<file path="src/rtl/calc_alu_arbiter_if.sv">
// Requester and response handshake bundle for calc_alu_arbiter.
// The slave modport is the arbiter side; the master modport is the side that drives requests and consumes results.
interface calc_alu_arbiter_if;
    logic       i_req0_valid;
    logic [3:0] i_req0_a;
    logic [3:0] i_req0_b;
    logic [1:0] i_req0_op;
    logic       o_req0_ready;

    logic       i_req1_valid;
    logic [3:0] i_req1_a;
    logic [3:0] i_req1_b;
    logic [1:0] i_req1_op;
    logic       o_req1_ready;

    logic       o_rsp_valid;
    logic       i_rsp_ready;
    logic       o_rsp_id;
    logic [3:0] o_rsp_result;
    logic       o_rsp_divzero;

    modport slave (
        input  i_req0_valid, i_req0_a, i_req0_b, i_req0_op,
        output o_req0_ready,
        input  i_req1_valid, i_req1_a, i_req1_b, i_req1_op,
        output o_req1_ready,
        output o_rsp_valid,
        input  i_rsp_ready,
        output o_rsp_id, o_rsp_result, o_rsp_divzero
    );

    modport master (
        output i_req0_valid, i_req0_a, i_req0_b, i_req0_op,
        input  o_req0_ready,
        output i_req1_valid, i_req1_a, i_req1_b, i_req1_op,
        input  o_req1_ready,
        input  o_rsp_valid,
        output i_rsp_ready,
        input  o_rsp_id, o_rsp_result, o_rsp_divzero
    );
endinterface

</file>
<file path="src/rtl/calc_alu_arbiter.sv">
// Two-requester arbiter sharing one 4-bit add/sub/mul/div datapath, round-robin by default.
// Define CALC_ARB_FIXED_PRIO_EN for fixed priority (requester 0 wins ties).
//
// state  | meaning
// IDLE   | waiting for a request; ready asserted toward the granted requester
// EXEC   | computing on the latched operands
// RESP   | result held on the response port until the consumer takes it
module calc_alu_arbiter (
    input  logic               i_clk,
    input  logic               i_reset,
    calc_alu_arbiter_if.slave  bus,
    output logic               o_busy,
    output logic [7:0]         o_op_count
);
    typedef enum logic [1:0] {
        S_IDLE = 2'd0,
        S_EXEC = 2'd1,
        S_RESP = 2'd2
    } state_t;

    state_t     r_state;
    logic [3:0] r_a;
    logic [3:0] r_b;
    logic [1:0] r_op;
    logic       r_id;
    logic [3:0] r_result;
    logic       r_divzero;
    logic       r_rsp_valid;
    logic       r_busy;
    logic [7:0] r_op_count;

    logic       w_idle;
    logic       w_grant;
    logic       w_ready0;
    logic       w_ready1;
    logic       w_accept;
    logic [7:0] w_prod;
    logic [3:0] w_result;
    logic       w_divzero;

    assign w_idle = (r_state == S_IDLE);

`ifdef CALC_ARB_FIXED_PRIO_EN
    assign w_grant = ~bus.i_req0_valid;
`else
    logic r_last_id;
    // On a tie the requester that did not win last time gets the grant.
    assign w_grant = (bus.i_req0_valid && bus.i_req1_valid) ? ~r_last_id : ~bus.i_req0_valid;
`endif

    assign w_ready0 = w_idle && bus.i_req0_valid && !w_grant;
    assign w_ready1 = w_idle && bus.i_req1_valid && w_grant;
    assign w_accept = w_ready0 || w_ready1;

    assign bus.o_req0_ready  = w_ready0;
    assign bus.o_req1_ready  = w_ready1;
    assign bus.o_rsp_valid   = r_rsp_valid;
    assign bus.o_rsp_id      = r_id;
    assign bus.o_rsp_result  = r_result;
    assign bus.o_rsp_divzero = r_divzero;
    assign o_busy            = r_busy;
    assign o_op_count        = r_op_count;

    assign w_prod = {4'd0, r_a} * {4'd0, r_b};

    always_comb begin
        w_result  = 4'd0;
        w_divzero = 1'b0;
        case (r_op)
            2'b00: w_result = r_a + r_b;
            2'b01: w_result = r_a - r_b;
            2'b10: w_result = w_prod[3:0];
            default: begin
                if (r_b == 4'd0) begin
                    w_divzero = 1'b1;
                end else begin
                    w_result = r_a / r_b;
                end
            end
        endcase
    end

    always_ff @(posedge i_clk) begin
        if (i_reset) begin
            r_state     <= S_IDLE;
            r_a         <= 4'd0;
            r_b         <= 4'd0;
            r_op        <= 2'd0;
            r_id        <= 1'b0;
            r_result    <= 4'd0;
            r_divzero   <= 1'b0;
            r_rsp_valid <= 1'b0;
            r_busy      <= 1'b0;
            r_op_count  <= 8'd0;
`ifndef CALC_ARB_FIXED_PRIO_EN
            r_last_id   <= 1'b1;
`endif
        end else begin
            case (r_state)
                S_IDLE: begin
                    if (w_accept) begin
                        r_a     <= w_grant ? bus.i_req1_a  : bus.i_req0_a;
                        r_b     <= w_grant ? bus.i_req1_b  : bus.i_req0_b;
                        r_op    <= w_grant ? bus.i_req1_op : bus.i_req0_op;
                        r_id    <= w_grant;
                        r_busy  <= 1'b1;
                        r_state <= S_EXEC;
`ifndef CALC_ARB_FIXED_PRIO_EN
                        r_last_id <= w_grant;
`endif
                    end
                end
                S_EXEC: begin
                    r_result    <= w_result;
                    r_divzero   <= w_divzero;
                    r_rsp_valid <= 1'b1;
                    r_state     <= S_RESP;
                end
                S_RESP: begin
                    if (bus.i_rsp_ready) begin
                        r_rsp_valid <= 1'b0;
                        r_busy      <= 1'b0;
                        r_op_count  <= r_op_count + 8'd1;
                        r_state     <= S_IDLE;
                    end
                end
                default: begin
                    r_rsp_valid <= 1'b0;
                    r_busy      <= 1'b0;
                    r_state     <= S_IDLE;
                end
            endcase
        end
    end
endmodule

</file>
<file path="src/flat_wrapper.sv">
// flat-port wrapper written by rule: the top's interface ports become plain ports
module calc_alu_arbiter_flat 
  (i_clk, i_reset, o_busy, o_op_count, bus_i_req0_valid, bus_i_req0_a, bus_i_req0_b, bus_i_req0_op, bus_o_req0_ready, bus_i_req1_valid, bus_i_req1_a, bus_i_req1_b, bus_i_req1_op, bus_o_req1_ready, bus_o_rsp_valid, bus_i_rsp_ready, bus_o_rsp_id, bus_o_rsp_result, bus_o_rsp_divzero);
  calc_alu_arbiter_if bus_i ();
  input  logic i_clk;
  input  logic i_reset;
  output logic o_busy;
  output logic [7:0] o_op_count;
  input wire logic [$bits(bus_i.i_req0_valid)-1:0] bus_i_req0_valid;
  input wire logic [$bits(bus_i.i_req0_a)-1:0] bus_i_req0_a;
  input wire logic [$bits(bus_i.i_req0_b)-1:0] bus_i_req0_b;
  input wire logic [$bits(bus_i.i_req0_op)-1:0] bus_i_req0_op;
  output wire logic [$bits(bus_i.o_req0_ready)-1:0] bus_o_req0_ready;
  input wire logic [$bits(bus_i.i_req1_valid)-1:0] bus_i_req1_valid;
  input wire logic [$bits(bus_i.i_req1_a)-1:0] bus_i_req1_a;
  input wire logic [$bits(bus_i.i_req1_b)-1:0] bus_i_req1_b;
  input wire logic [$bits(bus_i.i_req1_op)-1:0] bus_i_req1_op;
  output wire logic [$bits(bus_i.o_req1_ready)-1:0] bus_o_req1_ready;
  output wire logic [$bits(bus_i.o_rsp_valid)-1:0] bus_o_rsp_valid;
  input wire logic [$bits(bus_i.i_rsp_ready)-1:0] bus_i_rsp_ready;
  output wire logic [$bits(bus_i.o_rsp_id)-1:0] bus_o_rsp_id;
  output wire logic [$bits(bus_i.o_rsp_result)-1:0] bus_o_rsp_result;
  output wire logic [$bits(bus_i.o_rsp_divzero)-1:0] bus_o_rsp_divzero;
  assign bus_i.i_req0_valid = bus_i_req0_valid;
  assign bus_i.i_req0_a = bus_i_req0_a;
  assign bus_i.i_req0_b = bus_i_req0_b;
  assign bus_i.i_req0_op = bus_i_req0_op;
  assign bus_o_req0_ready = bus_i.o_req0_ready;
  assign bus_i.i_req1_valid = bus_i_req1_valid;
  assign bus_i.i_req1_a = bus_i_req1_a;
  assign bus_i.i_req1_b = bus_i_req1_b;
  assign bus_i.i_req1_op = bus_i_req1_op;
  assign bus_o_req1_ready = bus_i.o_req1_ready;
  assign bus_o_rsp_valid = bus_i.o_rsp_valid;
  assign bus_i.i_rsp_ready = bus_i_rsp_ready;
  assign bus_o_rsp_id = bus_i.o_rsp_id;
  assign bus_o_rsp_result = bus_i.o_rsp_result;
  assign bus_o_rsp_divzero = bus_i.o_rsp_divzero;
  calc_alu_arbiter u_core (.i_clk(i_clk), .i_reset(i_reset), .bus(bus_i), .o_busy(o_busy), .o_op_count(o_op_count));
endmodule
</file>
<file path="config.mk">
export PLATFORM = sky130hd
export DESIGN_NAME = calc_alu_arbiter_flat
export DESIGN_NICKNAME = d
export VERILOG_FILES = /design/src/rtl/calc_alu_arbiter_if.sv /design/src/rtl/calc_alu_arbiter.sv /design/src/flat_wrapper.sv
export SDC_FILE = /design/constraint.sdc
export NUM_CORES = 1
export LEC_CHECK = 0
export BUFFER_PORTS_ARGS = -buffer_cell sky130_fd_sc_hd__buf_2
export CORE_MARGIN = 3
export CORE_UTILIZATION = 45
export DETAILED_ROUTE_END_ITERATION = 8
export HOLD_SLACK_MARGIN = 0.15
export PLACE_DENSITY = 0.7
export SLEW_MARGIN = 20
export SYNTH_ARGS = -nofsm -noshare
export SYNTH_HDL_FRONTEND = slang
export SYNTH_SLANG_ARGS = --single-unit
</file>
<file path="constraint.sdc">
create_clock -name i_clk -period 4.7 [get_ports i_clk]
set_clock_uncertainty 0.1 [all_clocks]
set_input_delay 0 -clock i_clk [delete_from_list [all_inputs] [get_ports i_clk]]
set_output_delay 0 -clock i_clk [all_outputs]
set_load 0.01 [all_outputs]
</file>
==> results of run 1 <==
==> cells in the final DEF, fill, tap and decap left out, types with 3 or more instances in the layout <==
cell / count
clkbuf_8: 7
nand3_1: 3
nor2_1: 36
inv_1: 10
o21a_1: 3
nor2b_1: 3
mux2i_1: 12
and3_1: 3
ha_1: 23
buf_2: 42
dlygate4sd3_1: 26
nor3_1: 3
a211oi_1: 13
dfxtp_1: 29
a21oi_1: 13
xor2_1: 6
nand2_1: 11
o21ai_0: 5
xnor2_1: 14
==> layer usage <==
metal	share of wire	wire (um)
met2	0.48	2020
met1	0.46	1920
met4	0.0091	38
met5	0	0
met3	0.050	209
==> area by class of cell <==
| class | instances | area, um^2 |
|---|---|---|
| sequential | 29 | 581 |
| clock inverter | 1 | 5.00 |
| timing repair buffer | 68 | 470 |
| fill | 352 | 1380 |
| clock buffer | 7 | 96.3 |
| inverter | 11 | 41.3 |
| tap | 48 | 60.1 |
| multi-input combinational | 170 | 1220 |
==> how the worst max path moves through the flow <==
| stage | slack, ps | end | from |
|---|---|---|---|
| 2_1_floorplan | 750 | u_core.bus.o_rsp_result[0] | u_core.r_b[0] |
| 3_3_place_gp | 510 | u_core.bus.o_rsp_result[0] | u_core.r_b[0] |
| 3_5_place_dp | 280 | u_core.bus.o_rsp_result[0] | u_core.r_b[0] |
| 4_1_cts | 270 | u_core.bus.o_rsp_result[0] | u_core.r_b[0] |
| 5_1_grt | 50 | u_core.bus.o_rsp_result[0] | u_core.r_b[0] |
| 6_report | 460 | u_core.bus.o_rsp_result[0] | u_core.r_b[0] |
==> power by group <==
group | internal [mW] | switching (mW) | total, mW
clock network | 0.132 | 0.0901 | 0.222
registers | 0.267 | 0.0296 | 0.297
logic | 0.171 | 0.162 | 0.333
total | 0.571 | 0.281 | 0.852
==> sequential cells by signal, summed over array words and instances (netlist names) <==
register                  count
u_core.r_state                2
u_core.r_last_id              1
u_core.bus.o_rsp_id           1
u_core.r_op                   2
u_core.r_b                    4
u_core.bus.o_rsp_result       4
u_core.r_a                    4
u_core.bus.o_rsp_valid        1
u_core.bus.o_rsp_divzero      1
u_core.o_busy                 1
u_core.o_op_count             8
==> kinds of logic after synthesis <==
logic type      after synthesis  share of synthesized area
compound gates               47                      0.164
fa+ha+maj                    24                      0.162
flops                        29                      0.306
simple gates                 65                      0.151
buf+inv                      21                     0.0501
xor+xnor                     20                     0.0922
mux                          14                     0.0751
==> through the flow <==
stage / setup slack [ps] / utilization
floorplan: 747 / -
global placement: 506 / 0.549
detailed placement: 280 / 0.549
CTS: 270 / 0.643
global route: 54.9 / 0.643
finish: 463 / 0.643
==> worst max-delay path: cells and delay by family, from the launching register on <==
family	cells	cell delay (ps)
multiplexers	1	380
AND/OR/NAND/NOR	1	50
buffers and inverters	1	170
adder cells (fa/ha/maj)	4	1230
AO/OA/AOI/OAI	10	1690
flip-flops	1	480
==> what timing repair did <==
item / in CTS / in global routing
hold endpoints to repair: 25 / 0
endpoints found under the setup margin: 0 / 1
gates resized for setup: 0 / 1
hold buffers: 26 / 0
==> flow_summary_export.csv, run 1 <==
group,metric,value,unit
status,status,"finished, final reports clean",
clocking,clk_latency,280,ps
timing,fin_tns_setup,0,ps
die,ios,43,
die,coreArea,3850,um^2
worst_setup_path,crit_top_cell,"ha_1",
timing,relSlewSlack,0.260,
grt,use_met1,0.231,
worst_setup_path,r2r_end,"u_core.bus.o_rsp_result[0]",
worst_setup_path,worstPathRequired,4730,ps
routing,dr.first_iter.drc_count,87,
pwr,power.total,0.852,mW
timing,max_clock_freq,236,MHz
clocking,clock_sinks,29,
routing,avgRoutedWirePerCell,12.5,um
routing,vias,1737,
grt,grt_overflow,0,
finish,fin_area,2480,um^2
placement,place_congestion,0.870,
grt,grtUsageTotal,0.178,
finish,n_antenna_cell,0,
worst_setup_path,cp_max_fo,8,
worst_hold_path,holdCritPathClass,"reg -> reg",
pwr,leakagePower,1.16,nW
worst_setup_path,cp-end-kind,"flip-flop",
worst_hold_path,min_from,"u_core.o_busy",
finish,fin_nets,334,
finish,area_growth,30.4,%
placement,dpl.hpwl,3040,um
grt,grt_start_max_net_pins,29,
worst_setup_path,slowest_delay,480,ps
routing,wl,4180,um
clocking,clockBufferDepth,2,
clocking,cts_tree,"built",
logic_synthesis,synth_area,1900,um^2
placement,dp.cells,300,
worst_hold_path,whs_path_depth,2,
routing,detail-route-antenna-nets,0,
worst_setup_path,cp_cell_sequence,"inv_1, ha_1, a21oi_1, ha_1, o21a_1, o21ai_1, o21ai_0, ha_1, o21a_1, o21ai_0, a21oi_1, mux2_2, ha_1, a21oi_1, nor2b_1, o21ai_0, a311oi_1",
die,die_h,71.0,um
grt,grt_use_met2,0.299,
grt,busiest_layer,"met2",
logic_synthesis,yosysSeqAreaShare,0.306,
logic_synthesis,synth_area_leader_cell,"dfxtp_1",
logic_synthesis,syn_inst,220,
logic_synthesis,synth.distinct_cells,38,
timing,setup_viol_count_final,0,
logic_synthesis,syn_nets,269,
clocking,postCtsSetupBuffers,0,
logic_synthesis,yosysWarnings,0,
worst_setup_path,slowest_stage,"dfxtp_1",
worst_setup_path,r2r_setup_slack,460,ps
worst_setup_path,start_kind,"flip-flop",
timing,period_share,0.901,
placement,portBuffers,42,
die,die_area,5040,um^2
run,maxCapViolations,0,
logic_synthesis,synth.avg_cell_area,8.63,um^2
grt,grt_pass1_vias,1640,
timing,tightest_slew,1100,ps
timing,final-hold-violation-count,0,
logic_synthesis,async_reset_ff_frac,0,
worst_setup_path,cp.arrival,4270,ps
timing,report.final.slew_viol_count,0,
worst_hold_path,holdPathEnd,"u_core.o_busy",
logic_synthesis,yosys-top-cells-area,"dfxtp_1 31%, ha_1 15%, nor2_1 7.1%",
clocking,numCtsBuffers,5,
grt,grt_pass1_wl,7320,um
die,core.rowCount,22,
routing,route.detailed.drc,0,
logic_synthesis,synth_top_area_frac,0.306,
timing,rsz0062_at_grt,"no",
worst_setup_path,reg2regPathDepth,17,
worst_setup_path,reg2reg_from,"u_core.r_b[0]",
pwr,vdd.ir_drop.worst,215,uV
timing,whs,354,ps
placement,placed_cell_area,2120,um^2
logic_synthesis,yosys.cell_count.top_type,"nor2_1",
grt,antenna_found_initial,0,
finish,finalNonFillerCells,334,
routing,viasPerCell,5.20,
logic_synthesis,ys_ff_latch,29,
die,start_util,0.493,
die,die_x,71.0,um
worst_setup_path,crit_type,"reg -> reg",
finish,drive_gt1_frac,0.185,
logic_synthesis,yosys-top-cells-count,"36 x nor2_1, 29 x dfxtp_1, 23 x ha_1, 14 x xnor2_1",
grt,met3_usage,0.0412,
clocking,cts_max_level,2,
logic_synthesis,yosys_most_used_dff,"dfxtp_1",
clocking,clkTransAtPathRegs,60,ps
timing,finalCriticalPeriod,4240,ps
routing,drtPass1Iterations,4,
pwr,power.density,344,nW/um^2
logic_synthesis,synth-edff-count,0,
clocking,root_buffer,"clkbuf_8",
Power figures use the tool's default switching activity.
==> inputs of run 2 (changes only) <==
clock period = 4.4 ns   (was 4.7 ns; I/O delays follow)
==> run 2 against run 1 <==
Net effect: worst hold slack improved by 0.92 ps; via count shrank 1.0%; die area is the same; largest power group unchanged; sequential share of layout area hardly changed; total power rose by 4.3%; maximum frequency up 6.4%; final area down 0.20%; combinational power is 11% higher; core utilization shrank 0.13 points; critical endpoint unchanged.
==> flow_summary_export.csv, run 2 (synthesis gave the netlist of run 1 again) <==
group,metric,value,unit
clocking,numCtsBuffers,5,
die,coreArea,3850,um^2
timing,setup_viol_count_final,0,
worst_setup_path,crit_top_cell,"ha_1",
clocking,clk_latency,280,ps
timing,fin_tns_setup,0,ps
routing,drtPass1Iterations,4,
worst_setup_path,start_kind,"flip-flop",
routing,wl,4310,um
status,status,"finished, final reports clean",
timing,worst_slack,419,ps
timing,report.final.slew_viol_count,0,
timing,relSlewSlack,0.284,
finish,regArea,581,um^2
finish,multi_input_area,1230,um^2
placement,dp.cells,302,
placement,place_ws,183,ps
timing,period_share,0.905,
placement,portBuffers,42,
worst_setup_path,cp_max_fo,5,
timing,finalCriticalPeriod,3980,ps
routing,viasPerCell,5.13,
clocking,clock_sinks,29,
placement,dpl.hpwl,3080,um
pwr,vdd.ir_drop.worst,211,uV
worst_setup_path,path_buf_inv,1,
grt,grt_overflow,0,
worst_hold_path,holdCritPathClass,"reg -> reg",
routing,vias,1719,
grt,antenna_found_initial,0,
finish,layout_common_cells,"42 x buf_2, 36 x nor2_1, 29 x dfxtp_1",
timing,rsz0062_at_grt,"no",
clocking,clkTransAtPathRegs,60,ps
routing,detail-route-antenna-nets,0,
grt,grt_start_max_net_pins,29,
worst_setup_path,cp_cell_sequence,"inv_1, ha_1, a21oi_1, ha_1, o21a_1, o21ai_1, o21ai_0, ha_1, o21a_1, o21ai_0, a21oi_2, mux2_2, ha_1, a21oi_1, nor2b_1, o21ai_0, a311oi_1",
finish,finalNonFillerCells,335,
placement,place_congestion,0.868,
finish,fin_nets,335,
timing,final-hold-violation-count,0,
routing,dr.first_iter.drc_count,61,
grt,grt_pass1_vias,1715,
finish,area_growth,30.2,%
grt,grtUsageTotal,0.190,
worst_setup_path,cp.arrival,4060,ps
finish,drive_gt1_frac,0.195,
timing,max_clock_freq,251,MHz
worst_setup_path,worstPathRequired,4480,ps
die,core.rowCount,22,
timing,tightest_slew,1070,ps
die,ios,43,
worst_setup_path,cp-end-kind,"flip-flop",
worst_setup_path,slowest_stage,"mux2_2",
timing,whs,355,ps
finish,final_common_cell,"buf_2",
clocking,clockBufferDepth,2,
die,die_h,71.0,um
finish,largest_reg_flops,8,
finish,n_antenna_cell,0,
pwr,power.density,359,nW/um^2
worst_setup_path,cp_top_family,"compound AO/OA/AOI/OAI gates",
die,die_area,5040,um^2
die,die_x,71.0,um
worst_setup_path,slowest_delay,370,ps
die,start_util,0.493,
clocking,cts_max_level,2,
clocking,root_buffer,"clkbuf_8",
finish,fill_cells,342,
routing,route.detailed.drc,0,
grt,grt_pass1_wl,7810,um
clocking,postCtsSetupBuffers,0,
routing,avgRoutedWirePerCell,12.9,um
clocking,cts_tree,"built",
pwr,leakagePower,1.16,nW
run,maxCapViolations,0,
worst_setup_path,crit_type,"reg -> reg",
## run 2: changes by cell type in the layout (fill, tap and decap cells not counted)
| cell | previous run | this run |
|---|---|---|
| buf_4 | 0 | 2 |
| clkbuf_8 | 7 | 5 |
| a21oi_1 | 13 | 12 |
| a21oi_2 | 0 | 1 |
| clkbuf_1 | 0 | 1 |
| clkinv_2 | 1 | 2 |
| dlygate4sd3_1 | 26 | 25 |
| nor3_1 | 3 | 2 |
| nor3_2 | 0 | 1 |
## run 2: per-layer routing
| metal | track usage | up-vias | wire [um] |
|---|---|---|---|
| li1 | - | 905 | - |
| met1 | 0.244 | 772 | 2040 |
| met2 | 0.318 | 38 | 2060 |
| met3 | 0.0426 | 4 | 172 |
| met4 | 0.0543 | 0 | 40 |
| met5 | 0 | - | 0 |
## run 2: timing repair
action / 4_1_cts / 5_1_grt
hold endpoints to repair: 25 / 0
hold buffers: 25 / 0
setup endpoints to repair: 0 / 1
resized for setup: 0 / 3
## run 2: path summary, 6_finish.rpt
| kind | start | slack [ps] | depth (start not counted) | endpoint |
|---|---|---|---|---|
| min | u_core.o_busy | 360 | 2 | u_core.o_busy |
| max | u_core.r_b[0] | 420 | 17 | u_core.bus.o_rsp_result[0] |
| min reg2reg | u_core.o_busy | 360 | 2 | u_core.o_busy |
| max reg2reg | u_core.r_b[0] | 420 | 17 | u_core.bus.o_rsp_result[0] |
## run 2: report_power, final
group | internal (mW) | total (mW) | switching (mW)
combinational | 0.187 | 0.371 | 0.184
clock | 0.109 | 0.206 | 0.0964
sequential | 0.286 | 0.312 | 0.0264
total | 0.582 | 0.889 | 0.307
## run 2: stage by stage
stage	util	area, um^2	total power [mW]
after floorplan	-	1900	0.582
after global placement	0.553	2130	0.648
after detailed placement	0.553	2130	0.659
after CTS	0.639	2460	0.891
after global routing	0.642	2470	0.976
final	0.642	2470	0.889
## run 2: layout make-up
class	instances	area share
multi-input combinational	170	0.498
sequential	29	0.235
timing repair buffer	69	0.192
clock buffer	6	0.0294
tap	48	0.0243
inverter	11	0.0167
clock inverter	2	0.00405
## run 2: worst reg2reg max path, cell delays in order (launching register included)
cell,delay [ps]
dfxtp_1,320
inv_1,110
ha_1,330
a21oi_1,210
ha_1,280
o21a_1,120
o21ai_1,260
o21ai_0,160
ha_1,330
o21a_1,140
o21ai_0,100
a21oi_2,260
mux2_2,370
ha_1,270
a21oi_1,50
nor2b_1,100
o21ai_0,80
a311oi_1,270
